[config.mk]
export PLATFORM = sky130hd
export DESIGN_NAME = ht_budget_tracker
export DESIGN_NICKNAME = d
export VERILOG_FILES = /design/src/rtl/ht_budget_tracker.sv
export SDC_FILE = /design/constraint.sdc
export NUM_CORES = 1
export LEC_CHECK = 0
export BUFFER_PORTS_ARGS = -buffer_cell sky130_fd_sc_hd__buf_2
export CAP_MARGIN = 20
export CORE_AREA = 2 2 122 124
export CTS_CLUSTER_DIAMETER = 200
export DETAILED_ROUTE_END_ITERATION = 8
export DIE_AREA = 0 0 124 126
export PLACE_DENSITY_LB_ADDON = 0.25
export RECOVER_POWER = 50
export SYNTH_ARGS = -nofsm -noshare
export SYNTH_HDL_FRONTEND = slang
export SYNTH_SLANG_ARGS = --single-unit
export TNS_END_PERCENT = 20
[constraint.sdc]
create_clock -name clk_i -period 10.9 [get_ports clk_i]
set_clock_uncertainty 0.2 [all_clocks]
set_input_delay 1.635 -clock clk_i [delete_from_list [all_inputs] [get_ports clk_i]]
set_output_delay 1.635 -clock clk_i [all_outputs]
set_load 0.05 [all_outputs]
[src/rtl/ht_budget_tracker.sv]
// ht_budget_tracker: head-tail table registers for the write-guard monitor,
// plus the free vector / first-free index derived from them and the prescaled,
// saturating sum of outstanding burst lengths used to scale timeout budgets.
module ht_budget_tracker #(
    parameter int unsigned HtCapacity   = 8,
    parameter int unsigned MaxTxns      = 8,
    parameter int unsigned IdWidth      = 4,
    parameter int unsigned LenWidth     = 8,
    parameter int unsigned CntWidth     = 8,
    parameter int unsigned PrescalerDiv = 1,
    // Derived; leave at their defaults.
    parameter int unsigned LdIdxWidth   = (MaxTxns > 1) ? $clog2(MaxTxns) : 1,
    parameter int unsigned HtIdxWidth   = (HtCapacity > 1) ? $clog2(HtCapacity) : 1,
    parameter int unsigned EntryWidth   = IdWidth + 2 * LdIdxWidth + 1,
    parameter int unsigned AccuCntWidth = CntWidth - $clog2(PrescalerDiv) + 1
) (
    input  logic                               clk_i,
    input  logic                               rst_ni,
    input  logic [HtCapacity*EntryWidth-1:0]   ht_d_i,
    output logic [HtCapacity*EntryWidth-1:0]   ht_q_o,
    output logic [HtCapacity-1:0]              ht_free_o,
    output logic [HtIdxWidth-1:0]              ht_free_idx_o,
    output logic                               ht_full_o,
    input  logic [MaxTxns-1:0]                 ld_valid_i,
    input  logic [MaxTxns*LenWidth-1:0]        ld_len_i,
    output logic [AccuCntWidth-1:0]            accum_burst_len_o
);

    localparam int unsigned ShiftAmt = $clog2(PrescalerDiv);
    // Wide enough for MaxTxns * 2^LenWidth without overflow.
    localparam int unsigned SumWidth = LenWidth + 1 + $clog2(MaxTxns) + 1;
    // Common width for the saturation compare, one bit wider than either side.
    localparam int unsigned CmpWidth =
        ((SumWidth > AccuCntWidth) ? SumWidth : AccuCntWidth) + 1;

    // A free entry with all-zero fields is just the free bit set.
    localparam logic [EntryWidth-1:0] EntryReset = EntryWidth'(1);

    if ((PrescalerDiv == 0) || ((PrescalerDiv & (PrescalerDiv - 1)) != 0)) begin : g_bad_div
        $error("PrescalerDiv must be a power of two >= 1");
    end
    if ((HtCapacity == 0) || (MaxTxns == 0)) begin : g_bad_size
        $error("HtCapacity and MaxTxns must be >= 1");
    end

    logic [HtCapacity-1:0][EntryWidth-1:0] ht_d;
    logic [HtCapacity-1:0][EntryWidth-1:0] ht_q;
    logic [HtCapacity-1:0]                 ht_free;
    logic [HtIdxWidth-1:0]                 free_idx;
    logic [SumWidth-1:0]                   len_sum;
    logic [SumWidth-1:0]                   len_scaled;
    logic [CmpWidth-1:0]                   scaled_ext;
    logic [CmpWidth-1:0]                   sat_max;
    logic [AccuCntWidth-1:0]               accum;

    assign ht_d   = ht_d_i;
    assign ht_q_o = ht_q;

    // Table register: captured every cycle, synchronous reset clears to all-free.
    always_ff @(posedge clk_i) begin
        if (!rst_ni) begin
            ht_q <= {HtCapacity{EntryReset}};
        end else begin
            ht_q <= ht_d;
        end
    end

    // Free vector is the LSB of each registered entry.
    always_comb begin
        ht_free = '0;
        for (int unsigned i = 0; i < HtCapacity; i++) begin
            ht_free[i] = ht_q[i][0];
        end
    end

    // Priority encode, lowest free index wins; walking downwards lets the
    // last assignment be the lowest set bit. Stays 0 when the table is full.
    always_comb begin
        free_idx = '0;
        for (int i = int'(HtCapacity) - 1; i >= 0; i--) begin
            if (ht_free[i]) begin
                free_idx = HtIdxWidth'(i);
            end
        end
    end

    assign ht_free_o     = ht_free;
    assign ht_free_idx_o = free_idx;
    assign ht_full_o     = ~|ht_free;

    // Sum of (AxLEN + 1) over valid slots; invalid slots contribute nothing.
    always_comb begin
        len_sum = '0;
        for (int unsigned i = 0; i < MaxTxns; i++) begin
            if (ld_valid_i[i]) begin
                len_sum = len_sum + SumWidth'(ld_len_i[i*LenWidth +: LenWidth]) + SumWidth'(1);
            end
        end
    end

    // Prescale by floor division, then clamp to the output range so it never wraps.
    always_comb begin
        len_scaled = len_sum >> ShiftAmt;
        scaled_ext = CmpWidth'(len_scaled);
        sat_max    = CmpWidth'({AccuCntWidth{1'b1}});
        if (scaled_ext > sat_max) begin
            accum = sat_max[AccuCntWidth-1:0];
        end else begin
            accum = scaled_ext[AccuCntWidth-1:0];
        end
    end

    assign accum_burst_len_o = accum;

endmodule

### Word-level counts from Yosys, hierarchy flattened

Index checks and enable logic that the tools add are counted.
W data, S select, Z words.

* register bits after elaboration: 88
* input port bits: 162
* output and inout bits: 109
* word-level logic and storage cells: 43

* add/subtract/negate cells: 15
* $lt $le $gt $ge: 1
* muxes and demuxes: 17
* reduce and logical (&&, ||, !) cells: 2

Operators with widths (number)
* $add A13 B1 Y13 const B: 7
* $add A13 B8 Y13: 7
* $mux W13: 7
* $mux W3: 8
* $mux W9: 2
* $gt A13 B9 Y1 const B: 1
* $add A8 B1 Y9 const B: 1
* $reduce_or A8 Y1: 1
* $logic_not A1 Y1: 1

### Logic depth before layout (Yosys ltp)

Gate-level depths: netlist (run 1).

* word-level depth: 25
* gate-level depth with buffers: 44

### Worst setup path before layout (run 1)

OpenSTA, ideal clock, no wires.

* kind: input -> output
* from: input ld_len_i[0]
* to: output accum_burst_len_o[2]
* arrival time: 9263 ps
* required time: 9065 ps
* setup slack: -198 ps
* stages on the path: 41
* buffers on the path: 0
* path through: ha_1 > nand2_1 > inv_1 > ha_1 > nor2b_1 > o21a_1 > o21a_1 > o31ai_1 > ha_1 > o21a_1 > o31a_1 > o21ai_0 > o21a_1 > ha_1 > or3b_2 > a22o_1 > ha_1 > o21ai_0 > [5 not listed] > o31a_1 > a211oi_1 > a21o_1 > ha_1 > o21a_1 > o31a_1 > o21a_1 > or3_1 > nand3_1 > nand2_1 > ha_1 > a21o_1 > a21o_1 > nand3_1 > a21oi_1 > mux2i_2 > a211o_1 > nand3b_1

* cells in the longest elaborated chain, start to end: 25

Ends and longest elaborated chain
* start: declaration: line 25 `input logic [MaxTxns*LenWidth-1:0] ld_len_i,`
* $add A8 B1 Y9 (*): line 96 `len_sum = len_sum + SumWidth'(ld_len_i[i*LenWidth +: LenWidth]) + SumWidth'(1);`
* $mux W9 (*): line 95 `if (ld_valid_i[i]) begin`
* $add A13 B8 Y13: line 96
* $add A13 B1 Y13: line 96
* $mux W13 (*): line 95
* $add A13 B8 Y13: line 96
* $add A13 B1 Y13: line 96
* $mux W13 (*): line 95
* [9 not listed]
* $add A13 B8 Y13: line 96
* $add A13 B1 Y13: line 96
* $mux W13 (*): line 95
* $add A13 B8 Y13: line 96
* $add A13 B1 Y13: line 96
* $mux W13 (*): line 95
* $gt A13 B9 Y1: line 106 `if (scaled_ext > sat_max) begin`
* $mux W9 (*): line 106
* end: declaration: line 26 `output logic [AccuCntWidth-1:0] accum_burst_len_o`

Every way passes the cells marked *; elsewhere a longest branch is shown, timed or not.

### Worst setup path after layout (run 1)

* from: input ld_len_i[1]
* to: output accum_burst_len_o[6]

The elaborated chain is that of the path after synthesis.

==> results of run 1 <==
-- final timing paths --
| path | startpoint | to | slack [ns] | cells past startpoint |
|---|---|---|---|---|
| hold / removal | ht_d_i[55] | ht_free_o[5] | 1.28 | 2 |
| setup / recovery | ld_len_i[1] | accum_burst_len_o[6] | -0.18 | 44 |
-- final cells by class --
| cell class | count | area share (%) |
|---|---|---|
| Multi-Input combinational cell | 587 | 49.37 |
| Timing Repair Buffer | 410 | 25.37 |
| Sequential cell | 88 | 18.09 |
| Tap cell | 184 | 2.364 |
| Clock buffer | 9 | 2.313 |
| Inverter | 40 | 1.568 |
| Clock inverter | 6 | 0.9252 |
-- cells in the final DEF, fill, tap and decap left out, types with 23 or more instances in the layout --
cell type,n
o21ai_0,28
dfxtp_1,88
buf_2,252
and2_0,36
ha_1,37
and2_1,49
inv_1,37
o21a_1,23
nand2_1,32
buf_4,138
nor2_1,55
-- metal layers --
metal	vias to the layer above	track usage, %	share of wire (%)
met2	249	44.67	51
li1	3402	-	-
met5	-	0	0
met1	3099	27.84	38
met3	48	5.480	7.2
met4	0	8.394	3.1
-- cell families (layout without fill, tap and decap cells) --
group / Yosys count / after routing / share of synthesized area, %
buf+inv: 68 / 465 / 4.607
compound gates: 182 / 182 / 19.70
flops: 88 / 88 / 28.33
fa+ha+maj: 64 / 64 / 13.72
xor+xnor: 31 / 31 / 5.070
simple gates: 288 / 288 / 24.83
mux: 21 / 22 / 3.742
-- power by group --
| part | internal, mW | total [mW] | switching [mW] |
|---|---|---|---|
| registers | 0.339 | 0.345 | 0.00614 |
| logic | 0.751 | 1.57 | 0.816 |
| clock network | 0.201 | 0.327 | 0.127 |
| total | 1.29 | 2.24 | 0.948 |
-- registers in the layout (all words and copies together) (netlist names) --
register / flops
ht_q_o: 80
ht_free_o: 8
-- what timing repair did --
item | in CTS | in global routing
setup endpoints to repair | 9 | 9
gates cloned | 1 | 0
buffers inserted | 23 | 19
gates resized for setup | 82 | 55
pin swaps | 29 | 46
==> key figures, run 1 <==
Yosys
  • EDFF count, synth: 0
  • Most common cell in the netlist: dfxtp_1
  • Cell taking the most area after synthesis: dfxtp_1
  • Sequential area share after synthesis: 28.33%
  • Synth top area cells: dfxtp_1, ha_1, and2_1, o21ai_0, nor2_1
  • Post-synthesis cell count: 742
  • Yosys cell types: 67
  • Post-synth top flop: dfxtp_1
  • Avg Cell Area, Syn: 8.381 um2
  • Top post-synthesis cells by count: dfxtp_1, and2_1, ha_1
  • Mapped Nets: 968
  • YS warnings: 0
  • Flop and latch count out of synthesis: 88
  • Area of the mapped netlist: 6218 um2
  • Fraction of registers with async set/reset: 0%
  • Top-area cell type share of the netlist area: 28.33%

STA
  • TNS Setup: -0.7693 ns
  • Setup slack after layout: -0.1809 ns
  • RSZ-0062 raised after global routing: yes
  • Period minus WS final: 11.08 ns
  • Fin. Hold Viols: 0
  • Min Hold Slack: 1.279 ns
  • Max Slew Vio Count: 77
  • Max Freq: 0.09025 GHz
  • Final setup viols: 9
  • Slew @ Worst Pin: 2.426 ns
  • Fin crit share: 101.7%
  • Max_slew headroom: -61.73%

Finish
  • Reg area: 1762 um2
  • Layout cells sized above 1: 46.49%
  • Post-route insts no fill: 1324
  • Syn-to-layout area delta: 56.58%
  • Layout Utilization: 68.02%
  • Nets: 1362
  • # fillers: 1184
  • Final Cell Area: 9737 um2
  • # diodes: 0
  • Multi-input gate area: 4807 um2

Global route
  • Vias in the first global route: 6427
  • First-pass GRT wire length: 30350 um
  • Largest net degree at the start of global routing: 89
  • Initial antenna violation count: 0
  • Total GRT Usage: 24.55%
  • Grt ovf: 0

CTS
  • CTS root buf: clkbuf_16
  • CTS Buffer Depth: 2
  • CTS Buf Count: 9
  • CTS clk-pin slew, worst paths: 0.06 ns
  • TritonCTS Sinks: 88
  • CTS tree: yes
  • Hold_buf cts: 0
  • H-tree levels: 3

Worst setup path
  • Largest stage delay on the critical path: 0.39 ns
  • Worst EP arrival: 9.25 ns
  • Slowest CP cell: or3b_4
  • Critical path class: in2out
  • Critical Path RT: 9.07 ns
  • Largest delay contributor family on the critical path: compound AO/OA/AOI/OAI gates
  • Worst-path fanout max: 5
  • Crit end category: output pin
  • Worst setup SP type: primary input
  • Crit path buf inv count: 5

Detailed routing
  • Via density: 5.134
  • Detail Route Antenna Nets: 0
  • Drt wl/cell: 15.47 um
  • Routed wire length: 20480 um
  • Via count: 6798
  • Number of DRC markers in iteration 0: 264
  • DRC: 0
  • First-pass DRT Iterations: 5

Die
  • Core area: 14310 um2
  • Die area: 15620 um2
  • Die height: 126 um
  • Ports: 271
  • Floorplan row count: 44
  • Initial Util: 43.44%
  • Chip width: 124 um

Placement
  • Gpl congestion: 0.8549
  • Dpl ws: -0.5418 ns
  • Placed Area: 8461 um2
  • Placed instance count: 1265
  • HPWL reported at the end of detailed placement: 15440 um
  • I/O Buffers: 270

Power
  • P per Cell Area: 229.9 nW/um2
  • LEAKAGE: 4.712 nW
  • Pwr Total: 2.239 mW
  • VDD IR max: 0.0004333 V

Min path
  • Hold Crit Class: in2reg

Status
  • Violated checks: max-capacitance violations, max-slew violations, negative setup slack
  • Outcome: finished, violations left

Flow run
  • Max_cap viols: 1
Note: power is estimated with default switching activity, not from simulation.
==> inputs of run 2 (changes only) <==
Settings changed: SETUP_SLACK_MARGIN set to 0.15.
==> run 2 against run 1 <==
Flip-flop and latch count unchanged. Sequential power about the same. Via count decreased by 3.4%. The run ends with negative setup slack left. Hold slack improved by 0.010 ns. Clock power rose by 2%. Highest routed layer unchanged. Fmax is 0.72% higher. Non-clock buffer count shrank 25. Cell area shrank 2.1%. Critical path depth decreased by 1. Cell count down 1.8%. Worst setup slack improved by 0.079 ns. Global-route usage down 1.3 points.
==> key figures, run 2 (synthesized netlist as in run 1, its figures left out) <==
Die
  • Ports: 271
  • Initial Util: 43.44%
  • Floorplan row count: 44
  • Core area: 14310 um2
  • Chip width: 124 um
  • Die height: 126 um
  • Die area: 15620 um2

Detailed routing
  • Wire length on met1: 7432 um
  • Drt wl/cell: 14.56 um
  • Detail Route met2 WL: 10130 um
  • Via density: 5.054
  • Routed wire length: 18930 um
  • Detail Route Antenna Nets: 0
  • Number of DRC markers in iteration 0: 202
  • First-pass DRT Iterations: 4
  • Met3 wire length: 1144 um
  • DRC: 0
  • Max Used Layer: met4
  • Via count: 6570

CTS
  • CTS tree: yes
  • H-tree levels: 3
  • Hold_buf cts: 0
  • CTS Buf Count: 9
  • TritonCTS Sinks: 88
  • CTS clk-pin slew, worst paths: 0.06 ns
  • CTS Buffer Depth: 2
  • CTS root buf: clkbuf_16

Flow run
  • Max_cap viols: 0

Power
  • Seq pwr share: 15.8%
  • P per Cell Area: 228.9 nW/um2
  • LEAKAGE: 4.586 nW
  • Logic pwr share: 68.9%
  • Switch Pwr: 0.9159 mW
  • Cell-internal power: 1.266 mW
  • Switch share: 41.98%
  • VDD IR max: 0.0003907 V
  • Clock share of power: 15.3%

Worst setup path
  • Critical path class: in2out
  • Critical Path RT: 9.07 ns
  • Worst-path fanout max: 5
  • Worst EP arrival: 9.17 ns
  • Crit end category: output pin
  • Largest stage delay on the critical path: 0.37 ns
  • Slowest CP cell: or3b_4
  • Worst setup SP type: primary input

Status
  • Outcome: finished, violations left
  • Violated checks: negative setup slack

Global route
  • Initial antenna violation count: 1
  • Vias in the first global route: 6237
  • First-pass GRT wire length: 29060 um
  • Total GRT Usage: 23.26%
  • Largest net degree at the start of global routing: 89
  • Grt ovf: 0

Placement
  • Placed Area: 8492 um2
  • HPWL reported at the end of detailed placement: 14610 um
  • I/O Buffers: 270
  • Gpl congestion: 0.8861

Finish
  • Layout cells sized above 1: 45.52%
  • Most frequent cells in the layout: buf_2, buf_4, dfxtp_1
  • Syn-to-layout area delta: 53.26%
  • Most common cell after layout, fill and taps aside: buf_2
  • Nets: 1337
  • Final Cell Area: 9530 um2
  • # diodes: 0
  • Number of flip-flops in the largest register: 80

STA
  • Fin. Hold Viols: 0
  • Slew @ Worst Pin: 1.416 ns
  • Final setup viols: 9
  • Period minus WS final: 11.00 ns
  • Fin crit share: 100.9%
  • Setup slack after layout: -0.1022 ns
  • TNS Setup: -0.4658 ns
  • Max_slew headroom: 5.593%
  • Max Freq: 0.09089 GHz
  • Min Hold Slack: 1.289 ns
  • RSZ-0062 raised after global routing: yes
  • Max Slew Vio Count: 0

Min path
  • Hold Crit Class: in2reg
run 2: changes by cell type in the layout (fill, tap and decap cells not counted), sizes merged:
cell,before,now
buf,402,377
clkbuf,17,18
clkinvlp,1,0
inv,41,42
run 2: worst paths after layout:
check	start	end	slack, ns	cells after the start
worst max-delay path	ld_len_i[1]	accum_burst_len_o[2]	-0.10	43
worst min-delay path	ht_d_i[33]	ht_free_o[3]	1.29	2
run 2: through the flow:
step           setup slack (ns)  util (%)  std cells  power, mW
6_report                -0.1022     66.58       1300      2.182
3_5_place_dp            -0.4217     59.33       1255      1.576
2_1_floorplan            0.1965         -        742      1.204
4_1_cts                 0.01903     64.71       1286      2.093
5_1_grt                 -0.5039     66.58       1300      2.335
3_3_place_gp            -0.3060     59.33       1255      1.564
run 2: power groups by stage:
| stage | registers [mW] | logic, mW | clock network, mW |
|---|---|---|---|
| 2_1_floorplan | 0.413 | 0.791 | 0 |
| 3_3_place_gp | 0.351 | 1.21 | 0 |
| 3_5_place_dp | 0.352 | 1.22 | 0 |
| 4_1_cts | 0.344 | 1.41 | 0.342 |
| 5_1_grt | 0.346 | 1.63 | 0.357 |
| 6_report | 0.344 | 1.50 | 0.334 |
run 2: cell type report:
type | count | area, um2
Sequential cell | 88 | 1762
Fill cell | 1191 | 4783
Clock buffer | 10 | 239.0
Tap cell | 184 | 230.2
Clock inverter | 6 | 95.09
Multi-Input combinational cell | 587 | 4797
Timing Repair Buffer | 385 | 2257
Inverter | 40 | 150.1
run 2: what timing repair did:
item                       4_1_cts  5_1_grt
pin swaps                       28       24
setup endpoints to repair        9        9
buffers inserted                14       13
resized for setup               67       38
gates cloned                     1        0
run 2: layer usage:
layer / global-route usage, % / up-vias
met4: 4.759 / 0
met1: 25.89 / 2970
met5: 0 / -
li1: - / 3357
met2: 45.02 / 221
met3: 4.393 / 22
run 2: critical path, delay by kind of cell:
family	cells	cell delay [ns]
compound gates	22	3.37
mux	2	0.41
buf+inv	3	0.37
fa+ha+maj	8	2.09
simple gates	8	1.29
==> inputs of run 3 (changes only) <==
Settings changed: ABC_AREA set to 1, CORE_AREA 2 2 122 124 to 2 2 124 126, DIE_AREA 0 0 124 126 to 0 0 126 128.
==> run 3 against run 2 <==
The run ends with max-capacitance violations, max-slew violations left. Cell area up 8.0%. Routed wire length increased by 8.4%. Sequential power hardly changed. Utilization rose by 2.7 points. Hold slack got worse by 0.016 ns. Power rose by 0.68%. Sequential share of layout area decreased by 1.4 points. Count of clock-buffer cells in the layout unchanged. Via count rose by 14%. First-iteration DRC count rose by 64%. Synthesized area is 2.7% higher. Die area increased by 3.2%. Critical endpoint is now accum_burst_len_o[1]. Largest cell class unchanged. Highest routed layer unchanged.
==> key figures, run 3 <==
Status
  • Outcome: finished, violations left
  • Violated checks: max-capacitance violations, max-slew violations

Yosys
  • Yosys cell types: 39
  • Sequential area share after synthesis: 27.59%
  • Flop and latch count out of synthesis: 88
  • Post-synth top flop: dfxtp_1
  • Fraction of registers with async set/reset: 0%
  • Top-area cell type share of the netlist area: 27.59%
  • Most common cell in the netlist: nand2_1
  • YS warnings: 0
  • Avg Cell Area, Syn: 6.425 um2
  • Mapped Nets: 1220
  • Cell taking the most area after synthesis: dfxtp_1
  • Synth top area cells: dfxtp_1, nand2_1, inv_1, ha_1, nand3_1
  • Area of the mapped netlist: 6386 um2
  • Top post-synthesis cells by count: nand2_1, inv_1, dfxtp_1
  • Post-synthesis cell count: 994
  • EDFF count, synth: 0

Finish
  • Number of flip-flops in the largest register: 80
  • Post-route insts no fill: 1591
  • Layout Utilization: 69.26%
  • Most common cell after layout, fill and taps aside: nand2_1
  • Syn-to-layout area delta: 61.21%
  • # fillers: 1155
  • Nets: 1623
  • Final Cell Area: 10290 um2
  • Most frequent cells in the layout: nand2_1, buf_2, inv_1
  • Layout cells sized above 1: 43.51%

Flow run
  • Max_cap viols: 1

Detailed routing
  • DRC: 0
  • Routed wire length: 20530 um
  • Via density: 4.710
  • Drt wl/cell: 12.90 um
  • First-pass DRT Iterations: 5
  • Via count: 7494
  • Number of DRC markers in iteration 0: 332
  • Detail Route Antenna Nets: 0

Global route
  • Vias in the first global route: 6678
  • Largest net degree at the start of global routing: 89
  • Total GRT Usage: 22.18%
  • Initial antenna violation count: 1
  • First-pass GRT wire length: 29750 um
  • Grt ovf: 0

STA
  • Min Hold Slack: 1.273 ns
  • Max Slew Vio Count: 89
  • Slew @ Worst Pin: 3.535 ns
  • Fin. Hold Viols: 0
  • Max_slew headroom: -135.7%
  • Final setup viols: 0
  • Period minus WS final: 10.86 ns
  • Max Freq: 0.09209 GHz
  • TNS Setup: 0 ns
  • RSZ-0062 raised after global routing: yes
  • Fin crit share: 99.63%

Die
  • Die area: 16130 um2
  • Chip width: 126 um
  • Ports: 271
  • Die height: 128 um
  • Core area: 14860 um2
  • Initial Util: 42.96%
  • Floorplan row count: 45

Power
  • VDD IR max: 0.0001450 V
  • LEAKAGE: 6.012 nW
  • P per Cell Area: 213.3 nW/um2

CTS
  • CTS clk-pin slew, worst paths: 0.06 ns
  • TritonCTS Sinks: 88
  • CTS Buf Count: 9
  • CTS Buffer Depth: 2
  • H-tree levels: 3
  • CTS root buf: clkbuf_16
  • CTS tree: yes

Worst setup path
  • Critical Path RT: 9.07 ns
  • Cell mode on critical path: nand2_1
  • Largest delay contributor family on the critical path: adder cells
  • Worst-path fanout max: 7
  • Crit end category: output pin
  • Crit path buf inv count: 11
  • Worst EP arrival: 9.02 ns
  • Worst setup SP type: primary input
  • Critical path class: in2out
  • Largest stage delay on the critical path: 0.34 ns
  • Slowest CP cell: fa_2

Min path
  • Hold Path Sink: ht_free_o[4]
  • Hold depth: 3
  • Hold Crit Class: in2reg
  • HP Start: ht_d_i[44]

Placement
  • Placed instance count: 1510
  • HPWL reported at the end of detailed placement: 14760 um
  • Placed Area: 8613 um2
  • Gpl congestion: 0.8672
  • I/O Buffers: 270
## run 3: cell count changes after synthesis, moves of 9 or more
cell	before	now
a211oi_1	9	0
a21o_1	12	2
and2_1	85	2
inv_1	39	208
mux2_2	15	0
nand2_1	34	297
nand2_2	0	13
nand2b_1	10	0
nand3_1	21	58
nor2b_1	19	0
nor3_1	26	7
o21a_1	23	1
## run 3: logic make-up (layout without fill, tap and decap cells)
group / after synthesis / count (layout) / synth area share, %
AOI/OAI and AO/OA: 115 / 115 / 9.522
xor gates and xnor gates: 27 / 27 / 3.703
adders and majority gates: 64 / 64 / 13.36
buffers and inverters: 242 / 650 / 14.73
DFF: 88 / 88 / 27.59
muxes: 1 / 1 / 0.1567
other: 0 / 1 / 0
and+or+nand+nor: 457 / 457 / 30.94
## run 3: per-layer routing
metal / wire [um] / vias to the layer above / track usage, %
met1: 8332 / 3384 / 26.38
met4: 528 / 0 / 5.882
li1: - / 3851 / -
met3: 1008 / 43 / 2.838
met5: 0 / - / 0
met2: 10660 / 216 / 41.94
## run 3: layout make-up
type / count / area, um2 / share of cell area, %
Clock buffer: 10 / 239.0 / 2.321
Timing Repair Buffer: 421 / 2577 / 25.04
Tap cell: 188 / 235.2 / 2.285
Inverter: 213 / 802.0 / 7.790
Sequential cell: 88 / 1762 / 17.11
Clock inverter: 6 / 90.09 / 0.8751
Multi-Input combinational cell: 664 / 4587 / 44.56
Antenna cell: 1 / 2.502 / 0.02431
## run 3: report_power, final
group | leakage [nW] | switching (mW) | internal [mW] | total, mW
sequential | 0.734 | 0.00540 | 0.339 | 0.344
combinational | 5.12 | 0.826 | 0.694 | 1.52
clock | 0.159 | 0.124 | 0.208 | 0.332
total | 6.01 | 0.955 | 1.24 | 2.20
## run 3: worst max-delay path by stage
stage / end / depth (start not counted) / startpoint / slack [ns]
floorplan: accum_burst_len_o[0] / 44 / ld_valid_i[0] / 0.15
global placement: accum_burst_len_o[1] / 48 / ld_valid_i[0] / -0.26
detailed placement: accum_burst_len_o[1] / 48 / ld_valid_i[0] / -0.44
CTS: accum_burst_len_o[1] / 60 / ld_len_i[0] / 0.16
global route: accum_burst_len_o[1] / 51 / ld_len_i[0] / -0.32
finish: accum_burst_len_o[1] / 53 / ld_len_i[0] / 0.04
## run 3: timing repair
action | CTS | global route
endpoints found under the setup margin | 9 | 9
setup buffers | 44 | 20
gates resized for setup | 101 | 99
pin swaps | 77 | 90
hold buffers | 0 | 0
## run 3: metrics by stage
step / setup WS [ns] / power (mW)
after floorplan: 0.1528 / 1.134
after global placement: -0.2603 / 1.457
after detailed placement: -0.4359 / 1.476
after CTS: 0.1551 / 2.014
after global routing: -0.3181 / 2.344
final: 0.04050 / 2.196
